File: src/rtl/bnn_layer_sequencer_if.sv
// Control bus between the bnn host/datapath and the layer sequencer.
// master drives start and config writes; slave (the sequencer) drives everything else.
interface bnn_layer_sequencer_if #(
   parameter int NUM_LAYERS = 3,
   parameter int WORDS_W    = 8,
   parameter int NEUR_W     = 10,
   parameter int ADDR_W     = 11,
   parameter int WADDR_W    = 16
);
   localparam int LAYER_W = (NUM_LAYERS > 1) ? $clog2(NUM_LAYERS) : 1;

   logic               start;
   logic               cfg_wr_en;
   logic [LAYER_W-1:0] cfg_layer;
   logic [WORDS_W-1:0] cfg_in_words;
   logic [NEUR_W-1:0]  cfg_neurons;
   logic               act_rd_en;
   logic [ADDR_W-1:0]  act_rd_addr;
   logic               wgt_rd_en;
   logic [WADDR_W-1:0] wgt_rd_addr;
   logic               acc_clr;
   logic               acc_en;
   logic               acc_last;
   logic               out_wr_en;
   logic [NEUR_W-1:0]  out_wr_addr;
   logic               act_bank;
   logic               final_layer;
   logic [LAYER_W-1:0] layer_idx;
   logic               busy;
   logic               done;
   logic [31:0]        perf_cycles;

   modport master (
      output start, cfg_wr_en, cfg_layer, cfg_in_words, cfg_neurons,
      input  act_rd_en, act_rd_addr, wgt_rd_en, wgt_rd_addr, acc_clr, acc_en, acc_last,
             out_wr_en, out_wr_addr, act_bank, final_layer, layer_idx, busy, done, perf_cycles
   );

   modport slave (
      input  start, cfg_wr_en, cfg_layer, cfg_in_words, cfg_neurons,
      output act_rd_en, act_rd_addr, wgt_rd_en, wgt_rd_addr, acc_clr, acc_en, acc_last,
             out_wr_en, out_wr_addr, act_bank, final_layer, layer_idx, busy, done, perf_cycles
   );
endinterface

File: src/rtl/bnn_layer_sequencer.sv
// Layer scheduler for the bnn XNOR-popcount datapath: config table, read stepping,
// accumulator control and ping-pong writeback. Define BNN_SEQ_PERF_EN for the cycle counter.
module bnn_layer_sequencer #(
   parameter int NUM_LAYERS = 3,
   parameter int WORDS_W    = 8,
   parameter int NEUR_W     = 10,
   parameter int ADDR_W     = 11,
   parameter int WADDR_W    = 16
) (
   input logic                  clk,
   input logic                  rst,
   bnn_layer_sequencer_if.slave bus
);
   localparam int LAYER_W = (NUM_LAYERS > 1) ? $clog2(NUM_LAYERS) : 1;

   typedef enum logic [2:0] {IDLE, LOAD, RUN, DRAIN, DONE} state_t;

   state_t             state;
   logic [WORDS_W-1:0] tbl_words   [NUM_LAYERS];
   logic [NEUR_W-1:0]  tbl_neurons [NUM_LAYERS];
   logic [WORDS_W-1:0] w_cnt;
   logic [NEUR_W-1:0]  n_cnt;
   logic               rd_last_word;
   logic [NEUR_W-1:0]  acc_n;
   logic               drain_second;
   logic               later_live;
   logic               last_slot;
   logic [WORDS_W-1:0] cur_words;
   logic [NEUR_W-1:0]  cur_neurons;

   assign cur_words   = tbl_words[bus.layer_idx];
   assign cur_neurons = tbl_neurons[bus.layer_idx];
   assign last_slot   = (int'(bus.layer_idx) == NUM_LAYERS - 1);

   // A layer is final when no later slot holds a non-empty layer.
   always_comb begin
      later_live = 1'b0;
      for (int j = 0; j < NUM_LAYERS; j++) begin
         if (j > int'(bus.layer_idx) && tbl_words[j] != '0 && tbl_neurons[j] != '0)
            later_live = 1'b1;
      end
   end

   // Single FSM; the acc and writeback stages trail the read strobe by one and two cycles.
   always_ff @(posedge clk) begin
      if (rst) begin
         state <= IDLE;
         for (int i = 0; i < NUM_LAYERS; i++) begin
            tbl_words[i]   <= '0;
            tbl_neurons[i] <= '0;
         end
         w_cnt           <= '0;
         n_cnt           <= '0;
         rd_last_word    <= 1'b0;
         acc_n           <= '0;
         drain_second    <= 1'b0;
         bus.act_rd_en   <= 1'b0;
         bus.act_rd_addr <= '0;
         bus.wgt_rd_en   <= 1'b0;
         bus.wgt_rd_addr <= '0;
         bus.acc_clr     <= 1'b0;
         bus.acc_en      <= 1'b0;
         bus.acc_last    <= 1'b0;
         bus.out_wr_en   <= 1'b0;
         bus.out_wr_addr <= '0;
         bus.act_bank    <= 1'b0;
         bus.final_layer <= 1'b0;
         bus.layer_idx   <= '0;
         bus.busy        <= 1'b0;
         bus.done        <= 1'b0;
      end else begin
         bus.acc_en      <= bus.act_rd_en;
         bus.acc_clr     <= bus.act_rd_en && (w_cnt == '0);
         bus.acc_last    <= bus.act_rd_en && rd_last_word;
         acc_n           <= n_cnt;
         bus.out_wr_en   <= bus.acc_last;
         bus.out_wr_addr <= acc_n;
         bus.done        <= 1'b0;

         case (state)
            IDLE: begin
               if (bus.cfg_wr_en && int'(bus.cfg_layer) < NUM_LAYERS) begin
                  tbl_words[bus.cfg_layer]   <= bus.cfg_in_words;
                  tbl_neurons[bus.cfg_layer] <= bus.cfg_neurons;
               end
               if (bus.start) begin
                  state           <= LOAD;
                  bus.layer_idx   <= '0;
                  bus.wgt_rd_addr <= '0;
                  bus.act_bank    <= 1'b0;
                  bus.final_layer <= 1'b0;
                  bus.busy        <= 1'b1;
               end
            end

            LOAD: begin
               if (cur_words == '0 || cur_neurons == '0) begin
                  if (last_slot) begin
                     state    <= DONE;
                     bus.busy <= 1'b0;
                     bus.done <= 1'b1;
                  end else begin
                     bus.layer_idx <= bus.layer_idx + LAYER_W'(1);
                  end
               end else begin
                  w_cnt           <= '0;
                  n_cnt           <= '0;
                  rd_last_word    <= (cur_words == WORDS_W'(1));
                  bus.act_rd_en   <= 1'b1;
                  bus.wgt_rd_en   <= 1'b1;
                  bus.act_rd_addr <= '0;
                  bus.final_layer <= !later_live;
                  state           <= RUN;
               end
            end

            RUN: begin
               bus.wgt_rd_addr <= bus.wgt_rd_addr + WADDR_W'(1);
               if (rd_last_word && n_cnt == cur_neurons - NEUR_W'(1)) begin
                  bus.act_rd_en <= 1'b0;
                  bus.wgt_rd_en <= 1'b0;
                  drain_second  <= 1'b0;
                  state         <= DRAIN;
               end else if (rd_last_word) begin
                  w_cnt           <= '0;
                  n_cnt           <= n_cnt + NEUR_W'(1);
                  bus.act_rd_addr <= '0;
                  rd_last_word    <= (cur_words == WORDS_W'(1));
               end else begin
                  w_cnt           <= w_cnt + WORDS_W'(1);
                  bus.act_rd_addr <= ADDR_W'(w_cnt + WORDS_W'(1));
                  rd_last_word    <= (w_cnt + WORDS_W'(1) == cur_words - WORDS_W'(1));
               end
            end

            // Two idle cycles let the last word's acc and writeback stages retire.
            DRAIN: begin
               if (!drain_second) begin
                  drain_second <= 1'b1;
               end else begin
                  bus.act_bank <= ~bus.act_bank;
                  if (last_slot) begin
                     state    <= DONE;
                     bus.busy <= 1'b0;
                     bus.done <= 1'b1;
                  end else begin
                     bus.layer_idx <= bus.layer_idx + LAYER_W'(1);
                     state         <= LOAD;
                  end
               end
            end

            DONE: state <= IDLE;

            default: state <= IDLE;
         endcase
      end
   end

`ifdef BNN_SEQ_PERF_EN
   logic [31:0] perf_cnt;

   // Counts every busy cycle plus the DONE cycle, then holds until the next accepted start.
   always_ff @(posedge clk) begin
      if (rst)
         perf_cnt <= '0;
      else if (state == IDLE && bus.start)
         perf_cnt <= '0;
      else if ((bus.busy || state == DONE) && perf_cnt != '1)
         perf_cnt <= perf_cnt + 32'd1;
   end

   assign bus.perf_cycles = perf_cnt;
`else
   assign bus.perf_cycles = '0;
`endif
endmodule

File: src/flat_wrapper.sv
// flat-port wrapper written by rule: the top's interface ports become plain ports
module bnn_layer_sequencer_flat 
#(
   parameter int NUM_LAYERS = 3,
   parameter int WORDS_W    = 8,
   parameter int NEUR_W     = 10,
   parameter int ADDR_W     = 11,
   parameter int WADDR_W    = 16
)
  (clk, rst, bus_start, bus_cfg_wr_en, bus_cfg_layer, bus_cfg_in_words, bus_cfg_neurons, bus_act_rd_en, bus_act_rd_addr, bus_wgt_rd_en, bus_wgt_rd_addr, bus_acc_clr, bus_acc_en, bus_acc_last, bus_out_wr_en, bus_out_wr_addr, bus_act_bank, bus_final_layer, bus_layer_idx, bus_busy, bus_done, bus_perf_cycles);
  bnn_layer_sequencer_if #(.NUM_LAYERS(NUM_LAYERS), .WORDS_W(WORDS_W), .NEUR_W(NEUR_W), .ADDR_W(ADDR_W), .WADDR_W(WADDR_W)) bus_i ();
  input logic clk;
  input logic rst;
  input wire logic [$bits(bus_i.start)-1:0] bus_start;
  input wire logic [$bits(bus_i.cfg_wr_en)-1:0] bus_cfg_wr_en;
  input wire logic [$bits(bus_i.cfg_layer)-1:0] bus_cfg_layer;
  input wire logic [$bits(bus_i.cfg_in_words)-1:0] bus_cfg_in_words;
  input wire logic [$bits(bus_i.cfg_neurons)-1:0] bus_cfg_neurons;
  output wire logic [$bits(bus_i.act_rd_en)-1:0] bus_act_rd_en;
  output wire logic [$bits(bus_i.act_rd_addr)-1:0] bus_act_rd_addr;
  output wire logic [$bits(bus_i.wgt_rd_en)-1:0] bus_wgt_rd_en;
  output wire logic [$bits(bus_i.wgt_rd_addr)-1:0] bus_wgt_rd_addr;
  output wire logic [$bits(bus_i.acc_clr)-1:0] bus_acc_clr;
  output wire logic [$bits(bus_i.acc_en)-1:0] bus_acc_en;
  output wire logic [$bits(bus_i.acc_last)-1:0] bus_acc_last;
  output wire logic [$bits(bus_i.out_wr_en)-1:0] bus_out_wr_en;
  output wire logic [$bits(bus_i.out_wr_addr)-1:0] bus_out_wr_addr;
  output wire logic [$bits(bus_i.act_bank)-1:0] bus_act_bank;
  output wire logic [$bits(bus_i.final_layer)-1:0] bus_final_layer;
  output wire logic [$bits(bus_i.layer_idx)-1:0] bus_layer_idx;
  output wire logic [$bits(bus_i.busy)-1:0] bus_busy;
  output wire logic [$bits(bus_i.done)-1:0] bus_done;
  output wire logic [$bits(bus_i.perf_cycles)-1:0] bus_perf_cycles;
  assign bus_i.start = bus_start;
  assign bus_i.cfg_wr_en = bus_cfg_wr_en;
  assign bus_i.cfg_layer = bus_cfg_layer;
  assign bus_i.cfg_in_words = bus_cfg_in_words;
  assign bus_i.cfg_neurons = bus_cfg_neurons;
  assign bus_act_rd_en = bus_i.act_rd_en;
  assign bus_act_rd_addr = bus_i.act_rd_addr;
  assign bus_wgt_rd_en = bus_i.wgt_rd_en;
  assign bus_wgt_rd_addr = bus_i.wgt_rd_addr;
  assign bus_acc_clr = bus_i.acc_clr;
  assign bus_acc_en = bus_i.acc_en;
  assign bus_acc_last = bus_i.acc_last;
  assign bus_out_wr_en = bus_i.out_wr_en;
  assign bus_out_wr_addr = bus_i.out_wr_addr;
  assign bus_act_bank = bus_i.act_bank;
  assign bus_final_layer = bus_i.final_layer;
  assign bus_layer_idx = bus_i.layer_idx;
  assign bus_busy = bus_i.busy;
  assign bus_done = bus_i.done;
  assign bus_perf_cycles = bus_i.perf_cycles;
  bnn_layer_sequencer #(.NUM_LAYERS(NUM_LAYERS), .WORDS_W(WORDS_W), .NEUR_W(NEUR_W), .ADDR_W(ADDR_W), .WADDR_W(WADDR_W)) u_core (.clk(clk), .rst(rst), .bus(bus_i));
endmodule
File: config.mk
export PLATFORM = sky130hd
export DESIGN_NAME = bnn_layer_sequencer_flat
export DESIGN_NICKNAME = d
export VERILOG_FILES = /design/src/rtl/bnn_layer_sequencer_if.sv /design/src/rtl/bnn_layer_sequencer.sv /design/src/flat_wrapper.sv
export SDC_FILE = /design/constraint.sdc
export NUM_CORES = 1
export LEC_CHECK = 0
export ABC_AREA = 1
export BUFFER_PORTS_ARGS = -buffer_cell sky130_fd_sc_hd__buf_4
export CAP_MARGIN = 10
export CORE_UTILIZATION = 58
export CTS_BUF_LIST = sky130_fd_sc_hd__clkbuf_4 sky130_fd_sc_hd__clkbuf_8 sky130_fd_sc_hd__clkbuf_16
export DETAILED_ROUTE_END_ITERATION = 8
export PLACE_DENSITY = 0.81
export SYNTH_ARGS = -nofsm -noshare
export SYNTH_HDL_FRONTEND = slang
export SYNTH_SLANG_ARGS = --single-unit
File: constraint.sdc
create_clock -name clk -period 3.1 [get_ports clk]
set_clock_uncertainty 0.05 [all_clocks]
set_input_delay 0.62 -clock clk [delete_from_list [all_inputs] [get_ports clk]]
set_output_delay 0.62 -clock clk [all_outputs]
set_load 0.05 [all_outputs]
==> flow_metrics.py <==
metrics = {
    "logic_synthesis": {
        "synth_edf_count": 72,
        "synthXorXnorAreaFrac": 0.02365,
        "async_reset_ff_frac": 0,
        "syn_area_per_cell_sq_um": 8.034,
        "synth_flop_cell": "dfxtp_1",
        "synth_top_family_by_area": "simple AND/OR/NAND/NOR gates",
        "synth_seq_area_share": 0.4892,
        "yosysMostFrequentCell": "nand2_1",
        "synthSimpleGateAreaFrac": 0.2902,
        "muxShareOfSynthArea": 0,
        "netlist_instances": 922,
        "synth_compound_area_frac": 0.06115,
        "synth_fa_ha_area_frac": 0.01858,
        "synth_commonest_cells": "207 x nand2_1, 136 x nor2_1, 110 x inv_1",
        "yosysUniqueCellTypes": 46,
        "synth_top_area_frac": 0.2919,
        "synthTopCellsByArea": "edfxtp_1 29%, dfxtp_1 20%, nand2_1 10%",
        "yosysTopAreaCell": "edfxtp_1",
        "yosys_warnings": 0,
        "syn_area_sq_mm": 0.007407,
        "ys_ff_latch": 145,
    },
    "timing": {
        "finalCritPeriodShare": 0.8842,
        "slew_headroom": 0.5866,
        "period_needed_ns": 2.741,
        "setup_violations": 0,
        "finalMaxSlewViolations": 0,
        "hold_viol": 0,
        "worst_pin_slew_ns": 0.6179,
        "rsz0062_at_grt": "no",
        "final.setup.tns_ns": 0,
        "max_freq_mhz": 364.8,
        "fin_hold_ws_ns": 0.3225,
    },
    "finish": {
        "antenna_cells": 0,
        "fin_nets": 1049,
        "syn2layout_area_growth_pct": 16.74,
        "layout-drive-gt1-share": 0.1441,
    },
    "pwr": {
        "ir_drop_mv": 0.4032,
        "p_leak_nw": 3.753,
        "powerDensity_mw_per_mm2": 784.3,
    },
    "detailed_routing": {
        "firstDrtPassIters": 5,
        "wl_per_cell_um": 13.70,
        "routed_via_density": 5.248,
        "wl_met3_um": 1290,
        "maxUsedRoutingLayer": "met4",
        "ant_nets": 0,
        "dr.first_iter.drc_count": 542,
        "wirelength_um": 16370,
        "wl_met2_um": 7899,
        "met1_length_um": 6809,
        "drc": 0,
        "vias": 6271,
    },
    "clock_tree": {
        "ctsResizeCount": 0,
        "hold_buffers": 0,
        "clk_pin_slew_ns": 0.06,
        "h-tree-depth": 4,
        "cts-root-buf": "clkbuf_16",
        "cts_tree": "built",
        "clockBufferDepth": 2,
        "numCtsBuffers": 17,
        "clock_latency_ns": 0.43,
        "numClockSinks": 145,
        "cts_setup_buffers": 0,
    },
    "grt": {
        "grt_max_degree": 60,
        "grt_use_total": 0.2669,
        "grt_pass1_wl_um": 26910,
        "first_global_vias": 5669,
        "overflow": 0,
        "antenna_found_initial": 0,
    },
    "placed_design": {
        "gp_congestion": 0.8702,
        "port_buffers": 70,
        "dp_hpwl_um": 11640,
    },
    "critical_path": {
        "crit_path_end_kind": "register",
        "critPathMaxFanout": 17,
        "worstPathRequired_ns": 3.37,
        "cp.arrival_ns": 3.01,
        "rr_worst_depth": 16,
        "crit_type": "reg -> reg",
        "start_kind": "register",
    },
    "floorplanning": {
        "boundaryPins": 105,
        "die-area_sq_mm": 0.01323,
        "core_sq_mm": 0.01221,
        "placementRows": 40,
        "die_h_um": 115.0,
        "start_util": 0.6066,
        "die_w_um": 115.0,
    },
    "job": {
        "maxCapViolCount": 0,
    },
    "hold_path": {
        "hold_path.class": "in -> reg",
        "hold_path_depth": 1,
    },
    "status": {
        "outcome": "finished clean",
    },
}
[layout make-up]
type / instances / area (sq um)
Sequential cell: 145 / 3625
Tap cell: 168 / 210.2
Timing Repair Buffer: 85 / 638.1
Clock inverter: 6 / 62.56
Inverter: 114 / 430.4
Multi-Input combinational cell: 651 / 3110
Clock buffer: 26 / 570.5
Fill cell: 1013 / 3565
[metal layers]
metal | vias to the layer above | GRT usage
met4 | 0 | 0.1203
met2 | 273 | 0.4309
met3 | 32 | 0.05640
met5 | - | 0
li1 | 3085 | -
met1 | 2881 | 0.3465
[power breakdown]
part	total [mW]	switching (mW)	internal, mW	leakage (nW)
combinational	2.32	1.66	0.660	2.11
clock	2.13	0.781	1.35	0.315
sequential	2.33	0.126	2.20	1.33
total	6.78	2.57	4.21	3.75
[through the flow]
| stage | utilization | cells | instance area, sq um | setup slack [ns] | power (mW) |
|---|---|---|---|---|---|
| floorplan | - | 973 | 7599 | 0.4981 | 4.186 |
| global placement | 0.6561 | 1163 | 8013 | 0.5199 | 4.601 |
| detailed placement | 0.6561 | 1163 | 8013 | 0.3721 | 4.654 |
| CTS | 0.7080 | 1195 | 8646 | 0.3503 | 6.758 |
| global route | 0.7081 | 1195 | 8647 | 0.07178 | 7.121 |
| finish | 0.7081 | 1195 | 8647 | 0.3589 | 6.782 |
[registers in the layout (all words and copies together), names as in the netlist, 2 cells and up, named ones only]
name,flops
u_core.acc_n,10
u_core.bus.act_rd_addr,2
u_core.bus.layer_idx,2
u_core.bus.out_wr_addr,10
u_core.bus.wgt_rd_addr,16
u_core.n_cnt,10
u_core.state,3
u_core.tbl_neurons,40
u_core.tbl_words,32
u_core.w_cnt,7
[placed cells by master, fill, tap and decap left out, drive strengths merged, types with 6 or more instances in the layout]
cell / Yosys / routed
nor4: 9 / 9
nand2: 218 / 218
edfxtp: 72 / 72
nor2: 143 / 143
conb: 1 / 52
clkbuf: 13 / 26
inv: 113 / 114
a21oi: 38 / 38
a211oi: 6 / 6
buf: 50 / 85
nand3: 89 / 89
dfxtp: 73 / 73
nand4: 14 / 14
ha: 11 / 11
xor2: 18 / 18
nor3: 9 / 9
o21ai: 21 / 21
[cell families (layout without fill, tap and decap cells)]
logic type	after synthesis	after routing
xor+xnor	20	20
flops	145	145
simple gates	489	489
fa+ha+maj	11	11
other cells	1	52
compound gates	79	79
buf+inv	177	231
[final timing paths]
check,from,endpoint,slack [ns]
setup reg to reg,register,u_core.w_cnt[1]$_SDFFE_PP0P_,0.36
hold / removal,bus_cfg_in_words[3],u_core.tbl_words[3][3]$_DFFE_PP_,0.32
hold reg to reg,u_core.acc_n[7]$_SDFF_PP0_,u_core.bus.out_wr_addr[7]$_SDFF_PP0_,0.35
setup / recovery,register,u_core.w_cnt[1]$_SDFFE_PP0P_,0.36
[worst max-delay path, cell delays in order (launching register included)]
cell	delay (ns)
dfxtp_1	0.31
inv_2	0.27
nand3_2	0.17
nand2_4	0.14
ha_1	0.26
a21oi_1	0.15
o21ai_0	0.11
a21oi_1	0.12
nand3_1	0.07
nor2_1	0.12
nand3_1	0.08
nor2_1	0.14
nand2_1	0.07
nand2_1	0.17
nand2_1	0.17
o21ai_0	0.18
nor2_1	0.05
Note: power is estimated with default switching activity, not from simulation.
